<file path="config.mk">
export PLATFORM = sky130hd
export DESIGN_NAME = if_fetch_stage
export DESIGN_NICKNAME = d
export VERILOG_FILES = /design/src/rtl/if_fetch_stage_pkg.sv /design/src/rtl/if_next_pc_mux.sv /design/src/rtl/if_fetch_stage.sv
export SDC_FILE = /design/constraint.sdc
export NUM_CORES = 1
export LEC_CHECK = 0
export BUFFER_PORTS_ARGS = -buffer_cell sky130_fd_sc_hd__buf_2
export CAP_MARGIN = 5
export CORE_MARGIN = 4
export CORE_UTILIZATION = 56
export DETAILED_ROUTE_END_ITERATION = 10
export PLACE_DENSITY = 0.86
export SLEW_MARGIN = 10
export SYNTH_ARGS = -nofsm -noshare
export SYNTH_HDL_FRONTEND = slang
export SYNTH_SLANG_ARGS = --single-unit
</file>
<file path="constraint.sdc">
create_clock -name clk -period 6.7 [get_ports clk]
set_clock_uncertainty 0.15 [all_clocks]
set_input_delay 1.34 -clock clk [delete_from_list [all_inputs] [get_ports clk]]
set_output_delay 1.34 -clock clk [all_outputs]
set_load 0.02 [all_outputs]
</file>
<file path="src/rtl/if_fetch_stage_pkg.sv">
// Shared constants for the instruction-fetch stage: widths, reset PC,
// PC-source select encodings and fetch FSM state encodings.
package if_fetch_stage_pkg;

    localparam int unsigned         WORD_SIZE = 16;
    localparam logic [WORD_SIZE-1:0] RESET_PC  = 16'h0000;
    localparam int unsigned         PERF_W    = 16;

    // PC-source select driven by hazard detection / EX
    typedef enum logic [1:0] {
        PCSRC_SEQ = 2'b00,
        PCSRC_BR  = 2'b01,
        PCSRC_JR  = 2'b10,
        PCSRC_J   = 2'b11
    } pc_src_e;

    // Fetch FSM: issue request, wait for ack, hold buffered instruction
    typedef enum logic [1:0] {
        F_REQ  = 2'b00,
        F_WAIT = 2'b01,
        F_HOLD = 2'b10
    } fetch_state_e;

endpackage

</file>
<file path="src/rtl/if_next_pc_mux.sv">
// Combinational next-PC select.
// Ports: pc_src (select), pc_plus1 / branch_target / jr_target / j_target
// (candidates), next_pc_c (selected next PC).
module if_next_pc_mux
    import if_fetch_stage_pkg::*;
#(
    parameter int unsigned WORD_SIZE = if_fetch_stage_pkg::WORD_SIZE
) (
    input  logic [1:0]           pc_src,
    input  logic [WORD_SIZE-1:0] pc_plus1,
    input  logic [WORD_SIZE-1:0] branch_target,
    input  logic [WORD_SIZE-1:0] jr_target,
    input  logic [WORD_SIZE-1:0] j_target,
    output logic [WORD_SIZE-1:0] next_pc_c
);

    always_comb begin
        next_pc_c = pc_plus1;
        case (pc_src)
            PCSRC_BR: next_pc_c = branch_target;
            PCSRC_JR: next_pc_c = jr_target;
            PCSRC_J:  next_pc_c = j_target;
            default:  next_pc_c = pc_plus1;
        endcase
    end

endmodule

</file>
<file path="src/rtl/if_fetch_stage.sv">
// Instruction-fetch stage plus IF/ID pipeline register.
// Owns the PC, fetches through a req/ack memory handshake of variable
// latency and presents {inst, pc+1, valid} to decode.
// Ports:
//   clk, reset (async, active-high)
//   pc_write, ifid_write, pc_src, branch_target, jr_target, j_target,
//   is_halted                       : control from hazard unit / EX
//   i_mem_req, i_mem_addr, i_mem_ack, i_mem_rdata : instruction memory
//   ifid_inst, ifid_pc_plus1, ifid_valid          : IF/ID payload
// Optional macro FETCH_PERF_EN adds saturating fetch_count/squash_count.
module if_fetch_stage
    import if_fetch_stage_pkg::*;
#(
    parameter int unsigned          WORD_SIZE = if_fetch_stage_pkg::WORD_SIZE,
    parameter logic [WORD_SIZE-1:0] RESET_PC  = WORD_SIZE'(if_fetch_stage_pkg::RESET_PC)
) (
    input  logic                 clk,
    input  logic                 reset,
    input  logic                 pc_write,
    input  logic                 ifid_write,
    input  logic [1:0]           pc_src,
    input  logic [WORD_SIZE-1:0] branch_target,
    input  logic [WORD_SIZE-1:0] jr_target,
    input  logic [WORD_SIZE-1:0] j_target,
    input  logic                 is_halted,
    output logic                 i_mem_req,
    output logic [WORD_SIZE-1:0] i_mem_addr,
    input  logic                 i_mem_ack,
    input  logic [WORD_SIZE-1:0] i_mem_rdata,
    output logic [WORD_SIZE-1:0] ifid_inst,
    output logic [WORD_SIZE-1:0] ifid_pc_plus1,
`ifdef FETCH_PERF_EN
    output logic [PERF_W-1:0]    fetch_count,
    output logic [PERF_W-1:0]    squash_count,
`endif
    output logic                 ifid_valid
);

    fetch_state_e         state;
    logic [WORD_SIZE-1:0] pc;
    logic [WORD_SIZE-1:0] inst_buf;
    logic                 stale;

    logic [WORD_SIZE-1:0] pc_plus1_c;
    logic [WORD_SIZE-1:0] next_pc_c;
    logic                 redirect_c;
    logic                 transfer_c;

    assign pc_plus1_c = pc + WORD_SIZE'(1);
    // Halt is the only thing that can hold off a redirect
    assign redirect_c = (pc_src != PCSRC_SEQ) && !is_halted;
    assign transfer_c = (state == F_HOLD) && ifid_write && pc_write &&
                        !is_halted && !redirect_c;

    if_next_pc_mux #(.WORD_SIZE(WORD_SIZE)) u_next_pc_mux (
        .pc_src        (pc_src),
        .pc_plus1      (pc_plus1_c),
        .branch_target (branch_target),
        .jr_target     (jr_target),
        .j_target      (j_target),
        .next_pc_c     (next_pc_c)
    );

    // Fetch FSM, PC and IF/ID register
    always_ff @(posedge clk or posedge reset) begin
        if (reset) begin
            state         <= F_REQ;
            pc            <= RESET_PC;
            inst_buf      <= '0;
            stale         <= 1'b0;
            i_mem_req     <= 1'b0;
            i_mem_addr    <= '0;
            ifid_inst     <= '0;
            ifid_pc_plus1 <= '0;
            ifid_valid    <= 1'b0;
        end else begin
            case (state)
                F_REQ: begin
                    // A redirect here must not issue a request to the old pc
                    if (redirect_c) begin
                        pc <= next_pc_c;
                    end else if (!is_halted) begin
                        i_mem_req  <= 1'b1;
                        i_mem_addr <= pc;
                        state      <= F_WAIT;
                    end
                end
                F_WAIT: begin
                    if (i_mem_ack) begin
                        i_mem_req <= 1'b0;
                        stale     <= 1'b0;
                        if (stale || redirect_c) begin
                            state <= F_REQ;
                        end else begin
                            inst_buf <= i_mem_rdata;
                            state    <= F_HOLD;
                        end
                        if (redirect_c) begin
                            pc <= next_pc_c;
                        end
                    end else if (redirect_c) begin
                        // Request stays on the bus; its data is discarded on ack
                        stale <= 1'b1;
                        pc    <= next_pc_c;
                    end
                end
                F_HOLD: begin
                    if (redirect_c) begin
                        pc    <= next_pc_c;
                        state <= F_REQ;
                    end else if (transfer_c) begin
                        pc    <= next_pc_c;
                        state <= F_REQ;
                    end
                end
                default: state <= F_REQ;
            endcase

            // Redirect squashes the wrong-path instruction sitting in ID
            if (redirect_c) begin
                ifid_valid <= 1'b0;
                ifid_inst  <= '0;
            end else if (transfer_c) begin
                ifid_inst     <= inst_buf;
                ifid_pc_plus1 <= pc_plus1_c;
                ifid_valid    <= 1'b1;
            end else if (ifid_write && !is_halted && (state != F_HOLD)) begin
                ifid_valid <= 1'b0;
            end
        end
    end

`ifdef FETCH_PERF_EN
    logic drop_c;
    logic squash_ev_c;

    // One squash event per cycle: a fetch thrown away or a valid ID entry killed
    assign drop_c      = ((state == F_WAIT) && i_mem_ack && (stale || redirect_c)) ||
                         ((state == F_HOLD) && redirect_c);
    assign squash_ev_c = drop_c || (redirect_c && ifid_valid);

    // Saturating performance counters
    always_ff @(posedge clk or posedge reset) begin
        if (reset) begin
            fetch_count  <= '0;
            squash_count <= '0;
        end else begin
            if (transfer_c && (fetch_count != '1)) begin
                fetch_count <= fetch_count + PERF_W'(1);
            end
            if (squash_ev_c && (squash_count != '1)) begin
                squash_count <= squash_count + PERF_W'(1);
            end
        end
    end
`else
    // Performance counters are not built in this configuration.
`endif

endmodule
</file>
Word level (Yosys, flattened, before mapping) --
Index checks and enable logic that the tools add are counted. W data, S select, Z words.
Cells by class: reduce and logical (&&, ||, !) cells 25, eq/ne operators 11, add/sub/neg operators 1, mux-type cells 23, bitwise operators 3
Operators by type and width (count):
- $mux W16 | 5
- $pmux W16 S3 | 1
- $pmux W16 S2 | 1
- $add A16 B1 Y16 const B | 1
- $mux W2 | 6
- $reduce_bool A2 Y1 | 5
- $reduce_and A3 Y1 | 3
- $mux W1 | 8
- $ne A2 B2 Y1 const B | 4
- $reduce_and A4 Y1 | 2
- $logic_and A1 B1 Y1 | 7
- $eq A2 B2 Y1 const B | 3
- $pmux W2 S3 | 1
- $eq A2 B1 Y1 const B | 2
- $reduce_and A2 Y1 | 2
- $ne A3 B3 Y1 const B | 1
- $not A1 Y1 | 3
- $reduce_bool A3 Y1 | 1
- $logic_not A1 Y1 | 2
- $logic_not A2 Y1 | 1
- $ne A2 B1 Y1 const B | 1
- $pmux W1 S2 | 1
- $reduce_or A2 Y1 | 1
- $logic_or A1 B1 Y1 | 1
Word-level totals: register bits 85, bits of input ports 72, word-level logic and storage cells 72

Logic depth before layout (Yosys ltp) --
Gate-level depths: netlist (run 1).
depth after elaboration 8, depth in mapped cells 7, gate-level depth less buffers 5

By module --
From an unflattened synthesis (run 1), not the netlist that was laid out.
Unflattened totals: cells, all modules 394, area total of the unflattened synthesis 4391.7 µm²
Modules (own cells, without submodules):
- if_fetch_stage | cells an instance 374, sequential area each 2127.0 µm², area each 3967.6 µm², times used 1
- if_next_pc_mux | cells an instance 20, sequential area each 0.0 µm², area each 424.2 µm², times used 1

Worst setup path before layout (run 1) --
OpenSTA, ideal clock, no wires.
path type in2reg, from input port is_halted, to register inst_buf[0], arrival 2.681 ns, stages 6, setup slack 3.744 ns, cell sequence buf_4 o21ba_2 or4b_1 buf_6 buf_12 mux2_4
On the way: cells in the longest elaborated chain, start to end 5
RTL lines:
- from (decl) | line if_fetch_stage.sv:25 | input logic is_halted,
- $logic_not A1 Y1 | line if_fetch_stage.sv:51 | assign redirect_c = (pc_src != PCSRC_SEQ) && !is_halted;
- $logic_and A1 B1 Y1 | line if_fetch_stage.sv:51
- $logic_or A1 B1 Y1 | line if_fetch_stage.sv:92 | if (stale || redirect_c) begin
- $not A1 Y1 (no line)
- $reduce_and A3 Y1 (no line)
- to (signal assigned) | line if_fetch_stage.sv:95 | inst_buf <= i_mem_rdata;
- to (decl) | line if_fetch_stage.sv:41 | logic [WORD_SIZE-1:0] inst_buf;
Every way passes these cells. A chain may end at the register's enable or synchronous reset.

Worst setup path after layout (run 1) --
from input port pc_src[1], to register inst_buf[9]
On the way: cells in the longest elaborated chain, start to end 5
RTL lines:
- from (decl) | line if_fetch_stage.sv:21 | input logic [1:0] pc_src,
- $reduce_bool A2 Y1 | line if_fetch_stage.sv:51
- $logic_and A1 B1 Y1 | line if_fetch_stage.sv:51
- $logic_or A1 B1 Y1 | line if_fetch_stage.sv:92
- $not A1 Y1 (no line)
- $reduce_and A3 Y1 (no line)
Every way passes these cells.

==> out/metrics.json, run 1 <==
{
  "synth-xor-area-share": {"value": 2.96, "unit": "%"},
  "postCtsSetupRepairBufs": {"value": 0},
  "run_status": {"value": "complete, no violations"},
  "timing_worst_setup_path_type": {"value": "input pin to register"},
  "first_global_vias": {"value": 3513},
  "min-delay-start": {"value": "ifid_pc_plus1[0]"},
  "yosysUniqueCellTypes": {"value": 49},
  "globalRouteMet1Util": {"value": 31.9, "unit": "%"},
  "fin_area": {"value": 4960, "unit": "um^2"},
  "drt_first_pass_iters": {"value": 5},
  "worst_setup_path_startpoint": {"value": "pc_src[1]"},
  "postRouteAntennaNets": {"value": 0},
  "htree_levels": {"value": 3},
  "top_usage_layer": {"value": "met2"},
  "final_core_utilization": {"value": 68.8, "unit": "%"},
  "startpoint_type": {"value": "input pin"},
  "period_needed": {"value": 3.39, "unit": "ns"},
  "placed_cells_incl_taps": {"value": 575},
  "syn_inst": {"value": 381},
  "wl_per_cell": {"value": 17.6, "unit": "um"},
  "mostFrequentLayoutCell": {"value": "buf_2"},
  "floorplan.die_area": {"value": 8840, "unit": "um^2"},
  "worst_path_cell_chain": {"value": "buf_2 > o21ba_2 > or4b_1 > mux2_2"},
  "placed_cell_area": {"value": 4750, "unit": "um^2"},
  "first_pass_grt_wire_length": {"value": 16800, "unit": "um"},
  "worst-r2r-cell-count": {"value": 3},
  "postRouteWirelength": {"value": 10400, "unit": "um"},
  "final.period_utilization": {"value": 50.6, "unit": "%"},
  "clock_tree_from_tritoncts": {"value": "yes"},
  "fin_tns_setup": {"value": 0, "unit": "ns"},
  "count_of_flip_flops_with_a_built_in_enable_after_synthesis": {"value": 0},
  "worstMarginPinSlew": {"value": 1.05, "unit": "ns"},
  "synth-adder-area-share": {"value": 0.302, "unit": "%"},
  "multiplexer_fraction_of_the_synthesized_cell_area": {"value": 15.5, "unit": "%"},
  "power.density": {"value": 326, "unit": "nW/um^2"},
  "worst_hold_path_type": {"value": "register to register"},
  "max-cap-violations": {"value": 0},
  "route.detailed.vias_per_inst": {"value": 5.78},
  "die_height": {"value": 94.0, "unit": "um"},
  "clk_latency": {"value": 0.36, "unit": "ns"},
  "slew_headroom": {"value": 29.7, "unit": "%"},
  "ir_worst_vdd": {"value": 0.000180, "unit": "V"},
  "crit-reg2reg-launch": {"value": "state[1]"},
  "synth_top_family_by_area": {"value": "multiplexers"},
  "synth_ff_type": {"value": "dfrtp_1"},
  "die_x": {"value": 94.0, "unit": "um"},
  "post_cts.resized_instances": {"value": 0},
  "crit_path_max_fanout": {"value": 21},
  "setup.worst_path.end_class": {"value": "register"},
  "synth_nets": {"value": 454},
  "initial_core_util": {"value": 57.4, "unit": "%"},
  "yosys.area_share.simple": {"value": 12.8, "unit": "%"},
  "iter_0_drt_violations": {"value": 267},
  "grt_max_degree": {"value": 86},
  "synth_compound_gate_area_share": {"value": 12.8, "unit": "%"},
  "layout-area-overhead-vs-synth": {"value": 19.8, "unit": "%"},
  "cts.sinks": {"value": 85},
  "dp_hpwl": {"value": 7420, "unit": "um"},
  "clk_root_buffer_cell": {"value": "clkbuf_8"},
  "critical_path_arrival": {"value": 3.48, "unit": "ns"},
  "rsz_0062_raised_after_global_routing": {"value": "no"},
  "final-setup-viol-count": {"value": 0},
  "cpPeakStageDelay": {"value": 0.77, "unit": "ns"},
  "fin_nets": {"value": 560},
  "whs_path_depth": {"value": 1},
  "layoutNonFillerInstCount": {"value": 591},
  "grt-ovfl-total": {"value": 0},
  "cp.required": {"value": 6.79, "unit": "ns"},
  "num_vias": {"value": 3416},
  "drive_gt1_share": {"value": 39.2, "unit": "%"},
  "syn_area": {"value": 4140, "unit": "um^2"},
  "clk_path_buf_depth": {"value": 2},
  "cts_bufs_inserted": {"value": 9},
  "most-common-layout-cells": {"value": "buf_2, dfrtp_1, nand2_1"},
  "antennaDiodeCount": {"value": 0},
  "yosysWarningCount": {"value": 0},
  "static_power_due_to_leakage": {"value": 0.00234, "unit": "uW"},
  "critPathSlowestCell": {"value": "or4b_1"},
  "core-area": {"value": 7210, "unit": "um^2"},
  "ys_async_sr_fraction": {"value": 100, "unit": "%"},
  "avgSynthCellArea": {"value": 10.9, "unit": "um^2"},
  "detail_route.drc_violations": {"value": 0},
  "antenna_found_initial": {"value": 0},
  "globalRouteMet2Util": {"value": 40.3, "unit": "%"},
  "port_buffers": {"value": 121},
  "place.gp.congestion": {"value": 0.888},
  "all_layer_global_routing_usage": {"value": 24.7, "unit": "%"},
  "cts_hold_buf": {"value": 0},
  "register_bit_count_reported_by_yosys": {"value": 85},
  "hold_viol_final": {"value": 0},
  "num_io_pins": {"value": 122},
  "fraction_of_the_yosys_area_taken_by_sequential_cells": {"value": 51.3, "unit": "%"},
  "met3_track_demand_over_resource": {"value": 4.65, "unit": "%"},
  "clk_transition_reported_paths": {"value": 0.08, "unit": "ns"},
  "placement_rows": {"value": 31},
  "post-layout-total-power": {"value": 1620, "unit": "uW"},
  "timing_max_transition_violations_final": {"value": 0},
  "max_freq": {"value": 0.295, "unit": "GHz"}
}
==> metrics by stage <==
stage | setup WS (ns) | hold WS, ns
after floorplan | 3.02 | 0.329
final | 3.31 | 0.357
after global placement | 2.97 | 0.339
after detailed placement | 2.92 | 0.344
after CTS | 3.30 | 0.361
after global routing | 3.19 | 0.378
==> final cells by class <==
type	count	area (um^2)
clock buffer	13	169
inverter	4	16.3
tap	99	124
multi-input combinational	262	1850
sequential	85	2130
fill	556	2250
timing repair buffer	125	636
clock inverter	3	42.5
==> logic make-up (layout without fill, tap and decap cells) <==
family / count (synthesis) / count (layout)
AOI/OAI and AO/OA: 84 / 84
xor gates and xnor gates: 14 / 14
adders and majority gates: 1 / 1
buffers and inverters: 34 / 145
DFF: 85 / 85
muxes: 50 / 50
and+or+nand+nor: 113 / 113
==> report_power, final <==
group	internal, uW	switching (uW)	total, uW
clock	202	180	382
combinational	218	246	464
sequential	659	113	772
total	1080	539	1620
==> metal layers <==
metal	vias to the layer above	share of wire, %
met5	-	0
met4	0	2.2
met3	19	7.9
met2	153	49
met1	1679	40
li1	1565	-
==> worst max-delay path, delay by kind of cell <==
family | cells | cell delay, ns
simple gates | 1 | 0.77
buf+inv | 1 | 0.45
compound gates | 1 | 0.49
mux | 1 | 0.42
==> synth_stat cells, types with 2 or more instances <==
cell type  count  share of area (%)
dfrtp_1       85                 51
and4_1         3               0.63
o31a_1         2               0.42
o21a_1         2               0.36
mux2_2        29                7.9
nand3_1        6               0.72
nor4_1         4               0.60
and3_1         2               0.30
a221oi_1       3               0.63
nand4_1        7                1.1
inv_1          4               0.36
nand2_1       54                4.9
a31oi_1        2               0.30
o22a_1         3               0.63
mux2_4         9                3.3
buf_2         10                1.2
mux4_2         5                2.7
a21oi_1       43                5.2
a22oi_1        2               0.36
o2bb2ai_1      2               0.42
xor2_1         8                1.7
xnor2_1        6                1.3
a2bb2oi_1      5                1.1
mux2i_1        7                1.7
clkbuf_1      15                1.4
buf_6          2               0.54
nor2_1        26                2.4
o221ai_1       5                1.1
or2_2          2               0.30
o21ai_0        9                1.1
==> flip-flops by register name, summed over array words and instances, names as in the netlist <==
register	count
pc	16
inst_buf	16
ifid_pc_plus1	16
i_mem_addr	16
ifid_inst	16
stale	1
i_mem_req	1
ifid_valid	1
state	2
==> worst paths after layout <==
path | endpoint | slack [ns]
setup / recovery | inst_buf[9] | 3.31
hold / removal | ifid_pc_plus1[0] | 0.36
setup reg to reg | inst_buf[2] | 4.33
hold reg to reg | ifid_pc_plus1[0] | 0.36
max in group asynchronous | i_mem_addr[12] | 4.58
min in group asynchronous | i_mem_addr[7] | 1.16
(Power assumes the default switching activity.)
==> run 2, diff against run 1 <==
Settings changed: CORE_UTILIZATION 56 to 52, PLACE_DENSITY 0.86 to 0.8.
Clock period 6.7 ns to 3.5 ns, I/O delays scaled along.
==> out/metrics.json, run 2 (synthesized netlist as in run 1, its figures left out) <==
{
  "postRouteWirelength": {"value": 10000, "unit": "um", "change": "-3.9%"},
  "post-layout-total-power": {"value": 3140, "unit": "uW", "change": "+94%"},
  "die_x": {"value": 97.3, "unit": "um", "change": "+3.5%"},
  "port_buffers": {"value": 121, "change": "unchanged"},
  "slew_headroom": {"value": 42.9, "unit": "%", "change": "+13 points"},
  "crit_path_max_fanout": {"value": 21, "change": "unchanged"},
  "critPathTopFamily": {"value": "simple AND/OR/NAND/NOR gates"},
  "num_io_pins": {"value": 122, "change": "unchanged"},
  "period_needed": {"value": 2.51, "unit": "ns"},
  "core-area": {"value": 7730, "unit": "um^2", "change": "+7.1%"},
  "hold_viol_final": {"value": 0, "change": "unchanged"},
  "worst-r2r-cell-count": {"value": 3, "change": "unchanged"},
  "setup.worst_path.end_class": {"value": "register"},
  "power.density": {"value": 625, "unit": "nW/um^2", "change": "+92%"},
  "drt_first_pass_iters": {"value": 4, "change": "-1"},
  "max_freq": {"value": 0.398, "unit": "GHz"},
  "dp_hpwl": {"value": 7240, "unit": "um", "change": "-2.4%"},
  "grt_max_degree": {"value": 47, "change": "-45%"},
  "layout-area-overhead-vs-synth": {"value": 21.0, "unit": "%"},
  "critical_path_arrival": {"value": 2.60, "unit": "ns", "change": "-0.88 ns"},
  "postCtsSetupRepairBufs": {"value": 0, "change": "unchanged"},
  "cp.required": {"value": 3.59, "unit": "ns", "change": "-3.20 ns"},
  "clk_latency": {"value": 0.36, "unit": "ns", "change": "about the same"},
  "worst_r2r_endpoint": {"value": "inst_buf[15]"},
  "iter_0_drt_violations": {"value": 183, "change": "-31%"},
  "fin_tns_setup": {"value": 0, "unit": "ns", "change": "unchanged"},
  "drive_gt1_share": {"value": 39.6, "unit": "%", "change": "+0.41 points"},
  "clk_root_buffer_cell": {"value": "clkbuf_8"},
  "clock_tree_from_tritoncts": {"value": "yes"},
  "cts_bufs_inserted": {"value": 9, "change": "unchanged"},
  "startpoint_type": {"value": "input pin"},
  "placement_rows": {"value": 32, "change": "+3.2%"},
  "cpPeakStageDelay": {"value": 0.87, "unit": "ns", "change": "+0.10 ns"},
  "worst_path_cell_chain": {"value": "buf_2 > o21ba_2 > or4b_1 > mux2_4"},
  "path_buf_inv": {"value": 1, "change": "unchanged"},
  "most-common-layout-cells": {"value": "buf_2, dfrtp_1, nand2_1"},
  "clk_transition_reported_paths": {"value": 0.08, "unit": "ns", "change": "about the same"},
  "die_height": {"value": 97.3, "unit": "um", "change": "+3.5%"},
  "detail_route.drc_violations": {"value": 0, "change": "unchanged"},
  "all_layer_global_routing_usage": {"value": 21.8, "unit": "%", "change": "-2.9 points"},
  "final-setup-viol-count": {"value": 0, "change": "unchanged"},
  "cts_hold_buf": {"value": 0, "change": "unchanged"},
  "reg2reg_setup_slack": {"value": 1.15, "unit": "ns", "change": "-3.18 ns"},
  "run_status": {"value": "complete, no violations"},
  "antennaDiodeCount": {"value": 0, "change": "unchanged"},
  "final_core_utilization": {"value": 64.9, "unit": "%", "change": "-3.9 points"},
  "clk_path_buf_depth": {"value": 2, "change": "unchanged"},
  "crit-reg2reg-launch": {"value": "state[1]"},
  "static_power_due_to_leakage": {"value": 0.00238, "unit": "uW", "change": "+1.6%"},
  "mostFrequentLayoutCell": {"value": "buf_2"},
  "layoutNonFillerInstCount": {"value": 599, "change": "+1.4%"},
  "placed_cells_incl_taps": {"value": 583, "change": "+1.4%"},
  "num_vias": {"value": 3371, "change": "-1.3%"},
  "floorplan.die_area": {"value": 9460, "unit": "um^2", "change": "+7.0%"},
  "first_pass_grt_wire_length": {"value": 16700, "unit": "um", "change": "-0.65%"},
  "final.period_utilization": {"value": 71.8, "unit": "%"},
  "fin_hold_ws": {"value": 0.302, "unit": "ns", "change": "-0.0556 ns"},
  "timing_worst_setup_path_type": {"value": "input pin to register"},
  "place.gp.congestion": {"value": 0.788, "change": "-11%"},
  "worst_hold_path_type": {"value": "input pin to asynchronous set/reset pin"},
  "fin_nets": {"value": 565, "change": "+0.89%"},
  "cts.sinks": {"value": 85, "change": "unchanged"},
  "post_cts.resized_instances": {"value": 0, "change": "unchanged"},
  "htree_levels": {"value": 3, "change": "unchanged"},
  "antenna_found_initial": {"value": 0, "change": "unchanged"},
  "worstMarginPinSlew": {"value": 0.856, "unit": "ns", "change": "-0.190 ns"},
  "grt-ovfl-total": {"value": 0, "change": "unchanged"},
  "critPathSlowestCell": {"value": "or4b_1"},
  "rsz_0062_raised_after_global_routing": {"value": "no"},
  "wl_per_cell": {"value": 16.7, "unit": "um", "change": "-5.1%"},
  "max-cap-violations": {"value": 0, "change": "unchanged"},
  "route.detailed.vias_per_inst": {"value": 5.63, "change": "-2.6%"},
  "postRouteAntennaNets": {"value": 0, "change": "unchanged"},
  "ir_worst_vdd": {"value": 0.000333, "unit": "V", "change": "+85%"},
  "timing_max_transition_violations_final": {"value": 0, "change": "unchanged"},
  "first_global_vias": {"value": 3294, "change": "-6.2%"},
  "initial_core_util": {"value": 53.6, "unit": "%", "change": "-3.8 points"}
}
run 2: changes by cell type in the layout (fill, tap and decap cells not counted):
cell        before  now
clkinv_2         2    3
nor2_1          25   26
buf_4            4    9
bufinv_16        1    2
clkbuf_8        12   11
clkinvlp_4       1    0
nor2_2           1    0
run 2: per-stage QoR:
step	worst slack, ns	cell area [um^2]
final	0.988	5020
after global routing	0.932	5020
after CTS	0.977	5020
after detailed placement	0.612	4790
after global placement	0.653	4790
after floorplan	0.457	4140
run 2: layout make-up:
cell class | instances | area (um^2)
Fill cell | 615 | 2710
Timing Repair Buffer | 130 | 673
Clock buffer | 12 | 155
Inverter | 4 | 16.3
Clock inverter | 4 | 70.1
Tap cell | 102 | 128
Multi-Input combinational cell | 262 | 1850
Sequential cell | 85 | 2130
run 2: how the worst max path moves through the flow:
stage	depth (start not counted)	from	slack (ns)	end
3_3_place_gp	4	pc_src[1]	0.65	inst_buf[2]
5_1_grt	4	pc_src[1]	0.93	inst_buf[15]
2_1_floorplan	1	reset	0.46	i_mem_addr[0]
6_report	4	pc_src[1]	0.99	inst_buf[15]
3_5_place_dp	4	pc_src[1]	0.61	inst_buf[7]
4_1_cts	4	pc_src[1]	0.98	inst_buf[15]
run 2: layer usage:
metal	part of all wire [%]	global-route usage [%]	vias up
met5	0	0	-
met4	2.0	8.52	0
met3	8.7	5.17	16
met2	47	33.5	156
met1	43	30.2	1621
li1	-	-	1578
run 2: report_power, final:
part / total [uW] / internal (uW) / switching, uW / leakage [uW]
Combinational: 883 / 420 / 463 / 0.00121
Sequential: 1470 / 1260 / 213 / 0.00106
Clock: 779 / 439 / 340 / 0.000116
Total: 3140 / 2120 / 1020 / 0.00238
run 2: worst reg2reg max path, stage by stage, from the launching register on:
cell	delay, ns
dfrtp_1	0.48
and2b_4	0.31
or4b_1	0.85
mux2_4	0.44
